[src/rtl/tetris_pkg.sv]
// Shared definitions for the falling-block controller: piece shapes,
// controller states, LFSR constants and small combinational helpers.
package tetris_pkg;

    localparam logic [15:0] SHAPE_I = 16'h000F;
    localparam logic [15:0] SHAPE_O = 16'h0033;
    localparam logic [15:0] SHAPE_T = 16'h0027;
    localparam logic [15:0] SHAPE_S = 16'h0036;
    localparam logic [15:0] SHAPE_Z = 16'h0063;
    localparam logic [15:0] SHAPE_L = 16'h0017;
    localparam logic [15:0] SHAPE_J = 16'h0047;
    localparam int          NUM_SHAPES = 7;

    // Fibonacci LFSR x^16+x^14+x^13+x^11+1, shifting toward bit 0;
    // the tapped stages are bits 0, 2, 3 and 5.
    localparam logic [15:0] LFSR_SEED = 16'hACE1;
    localparam logic [15:0] LFSR_TAPS = 16'h002D;

    typedef enum logic [2:0] {
        SPAWN,
        SETTLE,
        ACTIVE,
        LOCK,
        OVER
    } state_e;

    // Shape bitmap for a piece index; index 7 never occurs.
    function automatic logic [15:0] shape_of(input logic [2:0] idx);
        logic [15:0] s;
        case (idx)
            3'd0:    s = SHAPE_I;
            3'd1:    s = SHAPE_O;
            3'd2:    s = SHAPE_T;
            3'd3:    s = SHAPE_S;
            3'd4:    s = SHAPE_Z;
            3'd5:    s = SHAPE_L;
            3'd6:    s = SHAPE_J;
            default: s = SHAPE_I;
        endcase
        return s;
    endfunction

    // Three low LFSR bits to a piece index, folding the unused code 7 onto 0.
    function automatic logic [2:0] lfsr_index(input logic [2:0] low_bits);
        return (low_bits == 3'd7) ? 3'd0 : low_bits;
    endfunction

    // Quarter turn of the 4x4 block: new[4r+c] = old[4c+3-r].
    function automatic logic [15:0] rotate_blk(input logic [15:0] b);
        logic [15:0] r;
        r = '0;
        for (int i = 0; i < 4; i++) begin
            for (int j = 0; j < 4; j++) begin
                r[4*i+j] = b[4*j+3-i];
            end
        end
        return r;
    endfunction

endpackage

[src/rtl/piece_rng.sv]
// Free-running 16-bit LFSR that supplies the next piece index every cycle.
module piece_rng
    import tetris_pkg::*;
(
    input  logic       clk,
    input  logic       rstn,
    output logic [2:0] piece_idx_o
);

    logic [15:0] lfsr_q;
    logic [15:0] lfsr_d;

    // Feedback bit from the tapped stages enters at the top.
    always_comb begin
        lfsr_d = {^(lfsr_q & LFSR_TAPS), lfsr_q[15:1]};
    end

    // Shift every cycle; reset reloads the seed.
    always_ff @(posedge clk) begin
        if (!rstn) begin
            lfsr_q <= LFSR_SEED;
        end else begin
            lfsr_q <= lfsr_d;
        end
    end

    assign piece_idx_o = lfsr_index(lfsr_q[2:0]);

endmodule

[src/rtl/block_ctrl.sv]
// Moving-block controller: spawns pieces, applies gravity and player moves,
// and hands a landed piece back to the playfield bitmap for merging.
module block_ctrl
    import tetris_pkg::*;
#(
    parameter int AREA_ROW   = 32,
    parameter int AREA_COL   = 16,
    parameter int ROW_ADDR_W = 5,
    parameter int COL_ADDR_W = 4,
    parameter int SPEED_FREQ = 50_000_000,
    parameter int SPAWN_COL  = 6,
    parameter int SETTLE_CYC = 2
) (
    input  logic                  clk,
    input  logic                  rstn,
    input  logic                  btn_left,
    input  logic                  btn_right,
    input  logic                  btn_up,
    input  logic                  btn_down,
    input  logic                  cur_blk_act,
    input  logic                  left_en,
    input  logic                  right_en,
    input  logic                  up_en,
    input  logic                  game_over,
    output logic [ROW_ADDR_W-1:0] cur_blk_row,
    output logic [COL_ADDR_W-1:0] cur_blk_col,
    output logic [15:0]           cur_blk_data,
    output logic [15:0]           next_blk_data,
    output logic                  falling_update
);

    localparam int TICK_W   = (SPEED_FREQ > 1) ? $clog2(SPEED_FREQ) : 1;
    localparam int SETTLE_W = (SETTLE_CYC > 1) ? $clog2(SETTLE_CYC) : 1;

    localparam logic [ROW_ADDR_W-1:0] ROW_LAST  = ROW_ADDR_W'(AREA_ROW - 1);
    localparam logic [COL_ADDR_W-1:0] COL_SPAWN = COL_ADDR_W'(SPAWN_COL);
    localparam logic [TICK_W-1:0]     TICK_LAST = TICK_W'(SPEED_FREQ - 1);
    localparam logic [SETTLE_W-1:0]   SET_LAST  = SETTLE_W'(SETTLE_CYC - 1);

    // The playfield must fit in the address space of the block position.
    if ((AREA_COL > (1 << COL_ADDR_W)) || (AREA_ROW > (1 << ROW_ADDR_W))) begin : g_area_chk
        $error("block_ctrl: playfield does not fit the row/column address width");
    end

    state_e                 state_q;
    logic [ROW_ADDR_W-1:0]  row_q;
    logic [COL_ADDR_W-1:0]  col_q;
    logic [15:0]            data_q;
    logic [2:0]             next_idx_q;
    logic                   fall_q;
    logic [SETTLE_W-1:0]    settle_q;
    logic [TICK_W-1:0]      tick_cnt_q;
    logic [TICK_W-1:0]      tick_cnt_d;
    logic                   tick_pend_q;
    logic                   tick_pend_d;
    logic                   tick_wrap;
    logic                   fall_go;
    logic                   tick_clr;
    logic [2:0]             rng_idx;

    piece_rng u_rng (
        .clk         (clk),
        .rstn        (rstn),
        .piece_idx_o (rng_idx)
    );

    // Gravity timebase and the pending-tick flag; a wrap in the same cycle
    // as a consume leaves a fresh tick pending.
    always_comb begin
        fall_go   = (state_q == ACTIVE) && !game_over && cur_blk_act
                    && (tick_pend_q || btn_down);
        tick_clr  = (state_q == SPAWN) || fall_go;
        tick_wrap = (state_q != OVER) && (tick_cnt_q == TICK_LAST);

        tick_cnt_d = tick_cnt_q;
        if (state_q != OVER) begin
            tick_cnt_d = tick_wrap ? '0 : tick_cnt_q + TICK_W'(1);
        end

        tick_pend_d = tick_pend_q;
        if (tick_clr) begin
            tick_pend_d = 1'b0;
        end
        if (tick_wrap) begin
            tick_pend_d = 1'b1;
        end
    end

    // Tick counter and pending flag registers.
    always_ff @(posedge clk) begin
        if (!rstn) begin
            tick_cnt_q  <= '0;
            tick_pend_q <= 1'b0;
        end else begin
            tick_cnt_q  <= tick_cnt_d;
            tick_pend_q <= tick_pend_d;
        end
    end

    // Block FSM with registered position, shape, preview and fall pulse.
    always_ff @(posedge clk) begin
        if (!rstn) begin
            state_q    <= SPAWN;
            row_q      <= '0;
            col_q      <= COL_SPAWN;
            data_q     <= '0;
            next_idx_q <= lfsr_index(LFSR_SEED[2:0]);
            fall_q     <= 1'b0;
            settle_q   <= '0;
        end else begin
            fall_q <= 1'b0;
            case (state_q)
                SPAWN: begin
                    if (game_over) begin
                        state_q <= OVER;
                    end else begin
                        data_q     <= shape_of(next_idx_q);
                        row_q      <= '0;
                        col_q      <= COL_SPAWN;
                        next_idx_q <= rng_idx;
                        state_q    <= SETTLE;
                    end
                end
                SETTLE: begin
                    if (settle_q == SET_LAST) begin
                        settle_q <= '0;
                        state_q  <= ACTIVE;
                    end else begin
                        settle_q <= settle_q + SETTLE_W'(1);
                    end
                end
                ACTIVE: begin
                    if (game_over) begin
                        state_q <= OVER;
                    end else if (!cur_blk_act) begin
                        state_q <= LOCK;
                    end else if (fall_go) begin
                        row_q   <= (row_q == ROW_LAST) ? row_q : row_q + ROW_ADDR_W'(1);
                        fall_q  <= 1'b1;
                        state_q <= SETTLE;
                    end else if (btn_up && up_en) begin
                        data_q  <= rotate_blk(data_q);
                        state_q <= SETTLE;
                    end else if (btn_left && left_en) begin
                        col_q   <= col_q - COL_ADDR_W'(1);
                        state_q <= SETTLE;
                    end else if (btn_right && right_en) begin
                        col_q   <= col_q + COL_ADDR_W'(1);
                        state_q <= SETTLE;
                    end
                end
                LOCK: begin
                    state_q <= SPAWN;
                end
                OVER: begin
                    state_q <= OVER;
                end
                default: begin
                    state_q <= SPAWN;
                end
            endcase
        end
    end

    assign cur_blk_row    = row_q;
    assign cur_blk_col    = col_q;
    assign cur_blk_data   = data_q;
    assign next_blk_data  = shape_of(next_idx_q);
    assign falling_update = fall_q;

endmodule

[config.mk]
export PLATFORM = sky130hd
export DESIGN_NAME = block_ctrl
export DESIGN_NICKNAME = d
export VERILOG_FILES = /design/src/rtl/tetris_pkg.sv /design/src/rtl/piece_rng.sv /design/src/rtl/block_ctrl.sv
export SDC_FILE = /design/constraint.sdc
export NUM_CORES = 1
export LEC_CHECK = 0
export BUFFER_PORTS_ARGS = -buffer_cell sky130_fd_sc_hd__buf_4
export CELL_PAD_IN_SITES_DETAIL_PLACEMENT = 0
export CELL_PAD_IN_SITES_GLOBAL_PLACEMENT = 1
export CORE_AREA = 2 2 94 96
export DETAILED_ROUTE_END_ITERATION = 16
export DIE_AREA = 0 0 96 98
export PLACE_DENSITY_LB_ADDON = 0.1
export SLEW_MARGIN = 40
export SYNTH_ARGS = -nofsm -noshare
export SYNTH_HDL_FRONTEND = slang
export SYNTH_SLANG_ARGS = --single-unit
export TNS_END_PERCENT = 5
[constraint.sdc]
create_clock -name clk -period 2.24 [get_ports clk]
set_clock_uncertainty 0.05 [all_clocks]
set_input_delay 0.112 -clock clk [delete_from_list [all_inputs] [get_ports clk]]
set_output_delay 0.112 -clock clk [all_outputs]
set_load 0.03 [all_outputs]
Word-level counts from Yosys, hierarchy flattened
Cells that the tools add are included.
W data, S select, Z words.
- register bits: 76
- input bits: 11
- output and inout port bits: 42
- word-level logic and storage cells: 99
- add/sub/neg operators: 5
- equality and inequality tests: 24
- multiplexer cells: 36
- bitwise logic cells: 4
- reductions and logical operators: 20
- operators with widths (kind ; number):
    $mux W16 ; 5
    $pmux W7 S6 ; 1
    $pmux W16 S2 ; 1
    $mux W4 ; 7
    $mux W3 ; 9
    $add A26 B1 Y26 const B ; 1
    $eq A26 B26 Y1 const B ; 1
    $mux W26 ; 1
    $mux W5 ; 5
    $ne A2 B2 Y1 const B ; 8
    $reduce_xor A16 Y1 ; 1
    $eq A3 B3 Y1 const B ; 5
    $pmux W3 S4 ; 1
    $reduce_and A6 Y1 ; 2
    $pmux W5 S2 ; 1
    $eq A3 B2 Y1 const B ; 3
    $pmux W4 S2 ; 1
    $logic_and A1 B1 Y1 ; 7
    $ne A7 B4 Y1 const B ; 1
    $reduce_and A7 Y1 ; 1
    $eq A3 B1 Y1 const B ; 2
    $add A5 B1 Y5 const B ; 1
    $eq A5 B5 Y1 const B ; 1
    $add A4 B1 Y4 const B ; 1
    other kinds (13) ; 22

Longest topological paths before layout
- word-level depth: 8
- gate-level depth with buffers: 8
- gate-level depth less buffers: 8

Hierarchy
From an unflattened synthesis, not the netlist that was laid out.
- cells, all modules: 399
- area, all modules: 3505.9 µm²
- modules (own cells, without submodules) (module ; instances ; cells each ; area an instance (µm²) ; seq. area each (µm²)):
    block_ctrl ; 1 ; 360 ; 3030.4 ; 1201.2
    piece_rng ; 1 ; 39 ; 475.5 ; 320.3

Worst setup path before layout
No wires, ideal clock.
- kind: register to register
- start: reg row_q[0], in the netlist cur_blk_row[0]
- end: reg row_q[0], in the netlist cur_blk_row[0]
- library setup time: 117 ps
- data arrival time: 1780 ps
- required time: 2073 ps
- path slack: 293 ps
- cell stages (with the launch flop): 8
- path buffers: 0
- period minus slack after synthesis: 1947 ps
- cell sequence: dfxtp_1 > ha_1 > and3_1 > ha_1 > o31ai_1 > nand2_1 > xor2_1 > nor2_1
- word-level cells in the longest chain between the ends: 6
- elaborated cells on any way between the ends: 9
- classes of those cells: add/sub: 1; eq/ne: 2; mux: 5; reduce/logical: 1
- ends and longest elaborated chain (element ; line ; RTL):
    start: declaration ; block_ctrl.sv:46 ; logic [ROW_ADDR_W-1:0] row_q;
    start signal: assignment ; block_ctrl.sv:138 ; row_q <= (row_q == ROW_LAST) ? row_q : row_q + ROW_ADDR_W'(1);
    $add A5 B1 Y5 ; block_ctrl.sv:138 ;
    $mux W5 ; block_ctrl.sv:138 ;
    $mux W5 ; block_ctrl.sv:137 ; end else if (fall_go) begin
    $mux W5 ; block_ctrl.sv:135 ; end else if (!cur_blk_act) begin
    $mux W5 ; block_ctrl.sv:133 ; if (game_over) begin
    $pmux W5 S2 ; block_ctrl.sv:112 ; case (state_q)
Several ways; a longest one is shown, not always the timed one. The select of a mux whose other input is x is not followed.
A chain may end at the register's enable or synchronous reset.

Worst setup path in the final report
- start: reg tick_cnt_q[19]
- end: reg tick_cnt_q[7]
- word-level cells in the longest chain between the ends: 3
- ends and longest elaborated chain (element ; line ; RTL):
    start: declaration ; block_ctrl.sv:52 ; logic [TICK_W-1:0] tick_cnt_q;
    start signal: assignment ; block_ctrl.sv:95 ; tick_cnt_q <= tick_cnt_d;
    $eq A26 B26 Y1 ; block_ctrl.sv:73 ; tick_wrap = (state_q != OVER) && (tick_cnt_q == TICK_LAST);
    $logic_and A1 B1 Y1 ; block_ctrl.sv:73 ;
    $mux W26 ; block_ctrl.sv:77 ; tick_cnt_d = tick_wrap ? '0 : tick_cnt_q + TICK_W'(1);
No other way between the ends.

==> impl_results.md <==
* Run status: completed
* Yosys top cell by area: dfxtp_1
* Pre-antenna DRT Iters at 4
* Worst-Margin Slew at 553.0 ps
* CP cell instances: nor4bb_1 -> and4_1 -> nand3_1 -> nand2_2 -> nor2_1
* Synth area leaders: dfxtp_1 (44%), xor2_1 (5.1%), nand2_1 (4.9%), nor2_1 (4.8%), nand4_1 (4.5%)
* # Post-CTS Setup Buffers at 0
* Max-cap check violation count at 0
* Die width at approximately 96 um
* DRT antenna net count at 0
* Endpoints failing hold at 0
* Ant. Diodes at 0
* Min-Delay Path Class: in2reg
* Core Footprint at 8466 um^2
* Synthesized area at 3457 um^2
* Cts bufs inserted at 9
* Number of global-route vias before repair at approximately 2,700
* Syn Inst Count at 397
* Pin count of the biggest net entering global routing at 29
* Area fraction of the dominant cell type after synthesis at 44.01%
* Number of enable flip-flop cells after synthesis at 0
* Initial core utilization at 40.84%
* GRT Resource Usage Total at between 15 and 20%
* Setup TNS at 0 ps
* Clock Path Buffers at 2
* Final WS setup at 330.8 ps
* DIE HEIGHT at between 90 and 100 um
* # setup viols final at 0
* Crit path capture type: flip-flop
* Seq/Total Area, Yosys at 44.01%
* Top_reg_cell synth: dfxtp_1
* # nets final at 463
* Most frequent cells in the layout: dfxtp_1 (76), buf_4 (56), nand2_1 (45)
* Count of pins over their slew limit at 0
* Post-synth cell types at 63
* Critical path data required time at 2420 ps
* DR vias at 2,832
* Power Density at 674.2 nW/um^2
* Rows at 34
* PortBufs at 42
* Final min period at 1909 ps
* Number of clock sinks at 76
* Slew HR at a little over three fifths
* CP startpoint kind: flip-flop
* Synthesis-to-layout area growth at 17.59%
* Final cycle utilization of the critical path at 85.23%
* H-tree depth at 3
* Drt drc at 0
* Max stage delay on crit path at 390 ps
* Crit path arrival time at 2090 ps
* CTS tree: done
* Layout cells sized above 1 at 18.63%
* Wirelength per Cell at 13.58 um
* Drt total wl at roughly 7.6 mm
* Post-CTS sizing at 0
* I/O Pins at 53
* Fin area at 4065 um^2
* Pre-CTS setup slack at 317.2 ps
* Crit-path max FO at 15
* Clk Tree Root Cell: clkbuf_8
* Maximum VDD drop at 280.9 uV
* RSZ-0062 raised after global routing: false
* Seq cells post-synth at between 70 and 80
* Placed Area at 3885 um^2
* Hpwl dp at roughly 5.3 mm
* Vias per inst at approximately 5.1
* Hold WS at 41.58 ps
* Pleak at around 1.6 nW
* Async set-reset flop share out of synthesis at 0%
* Crit path kind: reg2reg
* Slowest cell on crit path: dfxtp_1
* Most common cell after layout, fill and taps aside: dfxtp_1
* FMAX at approximately 520 MHz
* Skew-Pair Late Insertion Delay at around 350 ps
* Iter 0 DRT Violations at 74
* Average cell area after synthesis at between 8 and 9 um^2
* Initial antenna violation count at 0
* Gr ovfl total at 0
* GP Congestion at ~0.77
* Global-route wire length before repair at roughly 13 mm
* Clk slew on worst S/H paths at 90 ps
* CTS Hold Buffers Added at 0
* Yosys warning total at 0
* Total Die Area at 9408 um^2
## state kept, by name, indices dropped and copies added (netlist names)
signal          count
tick_cnt_q         26
cur_blk_data       16
u_rng.lfsr_q       16
cur_blk_row         5
cur_blk_col         4
next_idx_q          3
state_q             3
falling_update      1
settle_q            1
tick_pend_q         1
## final timing paths
kind	startpoint	end	slack [ps]	cells past startpoint
worst max-delay path	tick_cnt_q[19]	tick_cnt_q[7]	330	5
worst min-delay path	rstn	u_rng.lfsr_q[15]	40	2
worst max register to register	tick_cnt_q[19]	tick_cnt_q[7]	330	5
worst min register to register	u_rng.lfsr_q[8]	u_rng.lfsr_q[7]	360	1
## power by group
part / total (mW) / internal (mW) / switching, mW
sequential: 1.44 / 1.40 / 0.0400
clock: 0.980 / 0.416 / 0.564
combinational: 0.325 / 0.123 / 0.201
## critical path, delay by kind of cell, from the launching register on
kind / cells / cell delay (ps)
flip-flops: 1 / 390
AND/OR/NAND/NOR: 5 / 1340
## cells by family after synthesis
logic type / after synthesis / synth area share, %
flops: 76 / 44.01
buf+inv: 36 / 5.646
compound gates: 49 / 9.157
xor+xnor: 28 / 7.094
mux: 6 / 1.810
fa+ha+maj: 6 / 2.389
other cells: 2 / 0.2172
simple gates: 194 / 29.68
## synthesized netlist by cell type (3+ instances only)
library cell	number
a21oi_1	23
and3_1	9
buf_4	11
and2_1	12
inv_1	9
nand2b_1	9
ha_1	5
nand4_1	25
nor3_1	4
nand3b_1	3
buf_2	3
mux2i_1	4
nand2_1	45
clkbuf_1	10
xor2_1	20
dfxtp_1	76
xnor2_1	8
nor2_1	44
o21ai_0	5
nand3_1	18
## metal layers
layer	vias to the layer above	wire length, um	GRT usage [%]
met5	-	0	0
met4	0	76	6.264
met3	5	238	3.164
met2	43	3741	28.10
met1	1340	3537	21.49
li1	1444	-	-
## cell type report
class / count / area, um^2
multi-input combinational: 293 / 1770
sequential: 76 / 1521
inverter: 10 / 37.54
clock buffer: 9 / 123.9
timing repair buffer: 56 / 420.4
fill: 857 / 4400
clock inverter: 7 / 56.30
tap: 108 / 135.1
## stage by stage
step	cells	power [mW]	util (%)
floorplan	405	1.707	-
global placement	543	1.792	45.89
detailed placement	543	1.794	45.89
CTS	559	2.782	48.02
global route	559	2.873	48.02
finish	559	2.741	48.02
Power figures use the tool's default switching activity.
